### src/rtl/reg_write_demux_if.sv
// reg_write_demux_if: write-request, commit, issue and register-bank signals of reg_write_demux
interface reg_write_demux_if #(parameter int W = 8);
  logic           wr_valid, wr_ready, commit_en, iss_valid;
  logic [2:0]     wr_addr, iss_addr;
  logic [W-1:0]   wr_data;
  logic [7:0]     we_q, busy;
  logic [8*W-1:0] regs_q;
  modport master (
    output wr_valid, wr_addr, wr_data, commit_en, iss_valid, iss_addr,
    input  wr_ready, we_q, regs_q, busy
  );
  modport slave (
    input  wr_valid, wr_addr, wr_data, commit_en, iss_valid, iss_addr,
    output wr_ready, we_q, regs_q, busy
  );
endinterface

### src/rtl/reg_write_demux.sv
// reg_write_demux: buffered register write-back with one-hot decode, register bank and pending-write scoreboard
module reg_write_demux #(
  parameter int W       = 8,
  parameter int DEPTH   = 2,
  parameter int ZERO_R0 = 0
) (
  input logic              clk,
  input logic              rst_n,
  reg_write_demux_if.slave bus
);
  localparam int AW = $clog2(DEPTH);
  typedef struct packed {
    logic [2:0]   addr;
    logic [W-1:0] data;
  } ent_t;
  ent_t          mem_q [DEPTH];
  ent_t          head;
  logic [AW-1:0] wptr_q, wptr_d, rptr_q, rptr_d;
  logic [AW:0]   count_q, count_d;
  logic [W-1:0]  reg_q [8];
  logic [7:0]    we_q, we_d;
  logic [2:0]    pend_q [8];
  logic [2:0]    pend_d [8];
  logic          push, pop;
  // ready looks only at the pre-pop count, so a full FIFO never pushes while popping
  assign bus.wr_ready = count_q < (AW+1)'(DEPTH);
  assign push = bus.wr_valid & bus.wr_ready;
  assign pop  = bus.commit_en & (count_q != '0);
  assign head = mem_q[rptr_q];
  always_comb begin
    wptr_d  = push ? wptr_q + AW'(1) : wptr_q;
    rptr_d  = pop ? rptr_q + AW'(1) : rptr_q;
    count_d = count_q + (AW+1)'(push) - (AW+1)'(pop);
    we_d    = pop ? 8'd1 << head.addr : 8'd0;
    for (int k = 0; k < 8; k++) begin
      pend_d[k] = (bus.iss_valid && bus.iss_addr == 3'(k) && !(pop && head.addr == 3'(k)) && pend_q[k] != 3'd7) ? pend_q[k] + 3'd1 :
                  (pop && head.addr == 3'(k) && !(bus.iss_valid && bus.iss_addr == 3'(k)) && pend_q[k] != 3'd0) ? pend_q[k] - 3'd1 :
                  pend_q[k];
    end
  end
  always_ff @(posedge clk)
    if (push) mem_q[wptr_q] <= {bus.wr_addr, bus.wr_data};
  always_ff @(posedge clk or negedge rst_n)
    if (!rst_n) begin
      wptr_q  <= '0;
      rptr_q  <= '0;
      count_q <= '0;
      we_q    <= '0;
      for (int k = 0; k < 8; k++) begin
        reg_q[k]  <= '0;
        pend_q[k] <= '0;
      end
    end else begin
      wptr_q  <= wptr_d;
      rptr_q  <= rptr_d;
      count_q <= count_d;
      we_q    <= we_d;
      pend_q  <= pend_d;
      if (pop && !(ZERO_R0 != 0 && head.addr == 3'd0)) reg_q[head.addr] <= head.data;
    end
  for (genvar k = 0; k < 8; k++) begin : g_out
    assign bus.regs_q[k*W +: W] = reg_q[k];
    assign bus.busy[k]          = pend_q[k] != 3'd0;
  end
  assign bus.we_q = we_q;
endmodule

### src/flat_wrapper.sv
// flat-port wrapper written by rule: the top's interface ports become plain ports
module reg_write_demux_flat 
#(
  parameter int W       = 8,
  parameter int DEPTH   = 2,
  parameter int ZERO_R0 = 0
)
  (clk, rst_n, bus_wr_valid, bus_wr_addr, bus_wr_data, bus_commit_en, bus_iss_valid, bus_iss_addr, bus_wr_ready, bus_we_q, bus_regs_q, bus_busy);
  reg_write_demux_if #(.W(W)) bus_i ();
  input logic clk;
  input logic rst_n;
  input wire logic [$bits(bus_i.wr_valid)-1:0] bus_wr_valid;
  input wire logic [$bits(bus_i.wr_addr)-1:0] bus_wr_addr;
  input wire logic [$bits(bus_i.wr_data)-1:0] bus_wr_data;
  input wire logic [$bits(bus_i.commit_en)-1:0] bus_commit_en;
  input wire logic [$bits(bus_i.iss_valid)-1:0] bus_iss_valid;
  input wire logic [$bits(bus_i.iss_addr)-1:0] bus_iss_addr;
  output wire logic [$bits(bus_i.wr_ready)-1:0] bus_wr_ready;
  output wire logic [$bits(bus_i.we_q)-1:0] bus_we_q;
  output wire logic [$bits(bus_i.regs_q)-1:0] bus_regs_q;
  output wire logic [$bits(bus_i.busy)-1:0] bus_busy;
  assign bus_i.wr_valid = bus_wr_valid;
  assign bus_i.wr_addr = bus_wr_addr;
  assign bus_i.wr_data = bus_wr_data;
  assign bus_i.commit_en = bus_commit_en;
  assign bus_i.iss_valid = bus_iss_valid;
  assign bus_i.iss_addr = bus_iss_addr;
  assign bus_wr_ready = bus_i.wr_ready;
  assign bus_we_q = bus_i.we_q;
  assign bus_regs_q = bus_i.regs_q;
  assign bus_busy = bus_i.busy;
  reg_write_demux #(.W(W), .DEPTH(DEPTH), .ZERO_R0(ZERO_R0)) u_core (.clk(clk), .rst_n(rst_n), .bus(bus_i));
endmodule
### config.mk
export PLATFORM = sky130hd
export DESIGN_NAME = reg_write_demux_flat
export DESIGN_NICKNAME = d
export VERILOG_FILES = /design/src/rtl/reg_write_demux_if.sv /design/src/rtl/reg_write_demux.sv /design/src/flat_wrapper.sv
export SDC_FILE = /design/constraint.sdc
export NUM_CORES = 1
export LEC_CHECK = 0
export ABC_AREA = 0
export BUFFER_PORTS_ARGS = -buffer_cell sky130_fd_sc_hd__buf_2
export CAP_MARGIN = 0
export CORE_MARGIN = 2
export CORE_UTILIZATION = 35
export DETAILED_ROUTE_END_ITERATION = 7
export GPL_TIMING_DRIVEN = 0
export PLACE_DENSITY = 0.63
export SLEW_MARGIN = 20
export SYNTH_ARGS = -nofsm -noshare
export SYNTH_HDL_FRONTEND = slang
export SYNTH_SLANG_ARGS = --single-unit
### constraint.sdc
create_clock -name clk -period 8.1 [get_ports clk]
set_clock_uncertainty 0.1 [all_clocks]
set_input_delay 1.62 -clock clk [delete_from_list [all_inputs] [get_ports clk]]
set_output_delay 1.62 -clock clk [all_outputs]
set_load 0.05 [all_outputs]
==> metrics.csv <==
metric,value,unit
CP startpoint kind,primary input,
final-report max-slew violation count,0,
largest stage delay on the critical path,560,ps
min cycle time layout,4050,ps
1st-iter DRT viols,387,
Worst R2R Setup Slack,4930,ps
width of the die,132,um
proportion of layout cells with a drive suffix above 1,24.2,%
dpl hpwl,10.6,mm
postcts setup bufs,0,
area inside the core boundary,16000,um^2
number of buffer cells added on primary ports,99,
top cells by area in the synthesized netlist,"sky130_fd_sc_hd__dfrtp_1 (44%), sky130_fd_sc_hd__edfxtp_1 (11%), sky130_fd_sc_hd__nand2_1 (4.5%)",
outcome,"complete, no violations",
final worst path period share,50.0,%
cell-by-cell listing of the critical path,buf_2 > clkbuf_1 > nor4bb_1 > clkbuf_1 > and2_1 > o21ai_0 > fa_1 > mux2_2 > o32ai_1 > a211oi_1,
YS warnings,0,
library cell with the highest instance count after synthesis,sky130_fd_sc_hd__dfrtp_1,
ranking of synthesized cells by instance count,"sky130_fd_sc_hd__dfrtp_1 (100), sky130_fd_sc_hd__nand2_1 (69), sky130_fd_sc_hd__o21ai_0 (51)",
top cell type's share of synthesized area,43.5,%
Final Routed Wirelength,15.3,mm
starting density of the core,35.9,%
power density over cell area,490,nW/um^2
final number of hold-violating endpoints,0,
DIE AREA,17500,um^2
Ant. Diodes,0,
CTS max path bufs,2,
Die Y-Extent,132,um
count of boundary I/O pins,100,
initial antenna violation count,0,
instance count after placement with tap cells included,870,
net count after synthesis,583,
prevailing post-synth register cell,sky130_fd_sc_hd__dfrtp_1,
post-placement cell area,6570,um^2
highest metal used,met4,
count of different cell masters after synthesis,55,
leading area contributor after synthesis,sky130_fd_sc_hd__dfrtp_1,
number of enable flip-flop cells after synthesis,22,
Worst Max-Slew Pin Slew,1070,ps
routed length on met3,854,um
Detail Route Antenna Nets,0,
Crit-path slowest cell,sky130_fd_sc_hd__fa_1,
TritonCTS sink count,122,
Final nets,702,
final cell count without fillers,902,
class of the worst hold path,reg -> reg,
count of buffer and inverter cells on the critical path,3,
final setup violating endpoints,0,
Post-synth ARST share,82.0,%
GRT Residual Overflow,0,
via/cell ratio,5.28,
total vias in the final route,4767,
Post-Syn Area per Cell,10.4,um^2
count of instances resized after the clock tree is built,0,
max cap viols,0,
Fin Setup TNS,0,ps
Wirelength per Cell,16.9,um
number of cells produced by synthesis,554,
finished layout cell area,7190,um^2
Netlist Area Pre-Place,5750,um^2
total length of routed met2 wires,7.26,mm
drc violations,0,
pin count of the biggest net entering global routing,71,
via count of the first global-routing pass,4638,
Worst Path Required,8290,ps
final weighted congestion of routability-driven global placement,0.818,
critical path's top delay family,buffers and inverters,
top achievable clock speed,247,MHz
total global-route track usage,18.0,%
global-route wire length before repair,24.5,mm
area growth from synthesis to layout,24.9,%
worst max-slew margin expressed relative to the limit,26.8,%
number of search-and-repair iterations in the first detailed-routing pass,5,
Fillers,1524,
critical path arrival,4240,ps
cell occurring most often along the worst timing path,sky130_fd_sc_hd__clkbuf_1,
clock input transition at the sequential cells of the worst setup and hold paths,60,ps
critical path type,in -> reg,
H-tree level count,4,
Seq cells post-synth,122,
number of hold-repair buffers added at the cts stage,0,
crit end category,flip-flop,
placement row count,46,
Clock Tree Root,sky130_fd_sc_hd__clkbuf_16,
utilization after layout,44.9,%
sequential area share after synthesis,55.0,%
wl on met1,6.97,mm
highest fanout seen on the critical path,10,
number of buffers created by CTS,17,
clock latency on the worst-skew pair,420,ps
Final Hold Slack,379,ps
CTS tree,done,
Pleak,0.00317,uW
Worst VDD drop,0.297,mV
RSZ-0062 raised after global routing,no,
==> logic make-up after synthesis <==
logic type,Yosys count,synth area share [%]
DFF,122,55.0
and+or+nand+nor,185,15.1
muxes,14,2.61
AOI/OAI and AO/OA,167,19.6
buffers and inverters,52,3.83
adders and majority gates,10,3.22
xor gates and xnor gates,4,0.609
==> sequential cells by signal, summed over array words and instances (netlist names) <==
name / count
u_core.count_q: 2
u_core.mem_q: 22
u_core.rptr_q: 1
u_core.bus.regs_q: 64
u_core.pend_q: 24
u_core.wptr_q: 1
u_core.bus.we_q: 8
==> stage by stage <==
step	total power (uW)	setup WS, ps
floorplan	2290	4190
global placement	2670	3730
detailed placement	2740	3630
CTS	3530	4050
global route	3720	3850
finish	3520	4050
==> worst paths after layout <==
check                                                  start                           endpoint  depth (start not counted)
max                                            bus_iss_valid      u_core.pend_q[19]$_DFFE_PN0P_                         10
min                        u_core.bus.regs_q[36]$_DFFE_PN0P_  u_core.bus.regs_q[36]$_DFFE_PN0P_                          2
max reg2reg                      u_core.count_q[1]$_DFF_PN0_      u_core.pend_q[17]$_DFFE_PN0P_                          8
min reg2reg                u_core.bus.regs_q[36]$_DFFE_PN0P_  u_core.bus.regs_q[36]$_DFFE_PN0P_                          2
max in group asynchronous                              rst_n   u_core.bus.regs_q[0]$_DFFE_PN0P_                          2
min in group asynchronous                              rst_n       u_core.bus.we_q[5]$_DFF_PN0_                          1
==> per-layer routing <==
metal  up-vias  track usage [%]
met5         -                0
met4         0             6.51
met3        14             4.34
met2       164             28.9
met1      2353             23.8
li1       2236                -
==> worst register-to-register path: cells and delay by family, from the launching register on <==
kind                     cells  cell delay [ps]
AO/OA/AOI/OAI                4             1160
adder cells (fa/ha/maj)      1              430
buffers and inverters        1              400
flip-flops                   1              430
AND/OR/NAND/NOR              2              540
==> report_power, final <==
| group | leakage, uW | internal, uW | switching, uW |
|---|---|---|---|
| clock | 0.000292 | 510 | 276 |
| sequential | 0.00141 | 881 | 213 |
| combinational | 0.00148 | 444 | 1200 |
==> area by class of cell <==
class / instances / area (um^2) / share of cell area, %
flip-flops and latches: 122 / 3160 / 44.0
multi-input cells: 380 / 2390 / 33.3
repair buffers: 100 / 529 / 7.37
clock buffers: 18 / 429 / 5.97
well taps: 216 / 270 / 3.76
clock inverters: 14 / 179 / 2.49
plain buffers: 27 / 126 / 1.76
inverters: 25 / 93.8 / 1.31
==> cells in the final DEF, fill, tap and decap left out, types with 3 or more instances in the layout <==
master,Yosys,routed
sky130_fd_sc_hd__buf_2,2,100
sky130_fd_sc_hd__dfrtp_1,100,100
sky130_fd_sc_hd__nand2_1,69,69
sky130_fd_sc_hd__o21ai_0,51,51
sky130_fd_sc_hd__nor2_1,50,50
sky130_fd_sc_hd__a21oi_1,47,47
sky130_fd_sc_hd__nor3_1,26,26
sky130_fd_sc_hd__inv_1,24,24
sky130_fd_sc_hd__clkbuf_1,21,22
sky130_fd_sc_hd__edfxtp_1,22,22
sky130_fd_sc_hd__clkbuf_16,0,17
sky130_fd_sc_hd__a211oi_1,14,14
sky130_fd_sc_hd__mux2i_2,1,8
sky130_fd_sc_hd__fa_1,8,8
sky130_fd_sc_hd__nand3_1,7,7
sky130_fd_sc_hd__o211a_1,6,6
sky130_fd_sc_hd__o32ai_1,6,6
sky130_fd_sc_hd__mux2_2,5,5
sky130_fd_sc_hd__nor2b_1,5,5
sky130_fd_sc_hd__buf_6,3,4
sky130_fd_sc_hd__o211ai_1,4,4
sky130_fd_sc_hd__a211o_1,4,4
sky130_fd_sc_hd__and2_1,4,4
sky130_fd_sc_hd__a32oi_1,4,4
sky130_fd_sc_hd__a21o_1,4,4
sky130_fd_sc_hd__o2bb2ai_1,4,4
sky130_fd_sc_hd__a31o_2,4,4
sky130_fd_sc_hd__a221oi_2,4,4
sky130_fd_sc_hd__bufinv_16,0,4
sky130_fd_sc_hd__nor3b_1,3,3
sky130_fd_sc_hd__and3_1,3,3
sky130_fd_sc_hd__nand3b_1,3,3
sky130_fd_sc_hd__xnor2_1,3,3
sky130_fd_sc_hd__clkinv_1,0,3
sky130_fd_sc_hd__clkinv_2,0,3
No activity file was read; power rests on OpenSTA's default activity.
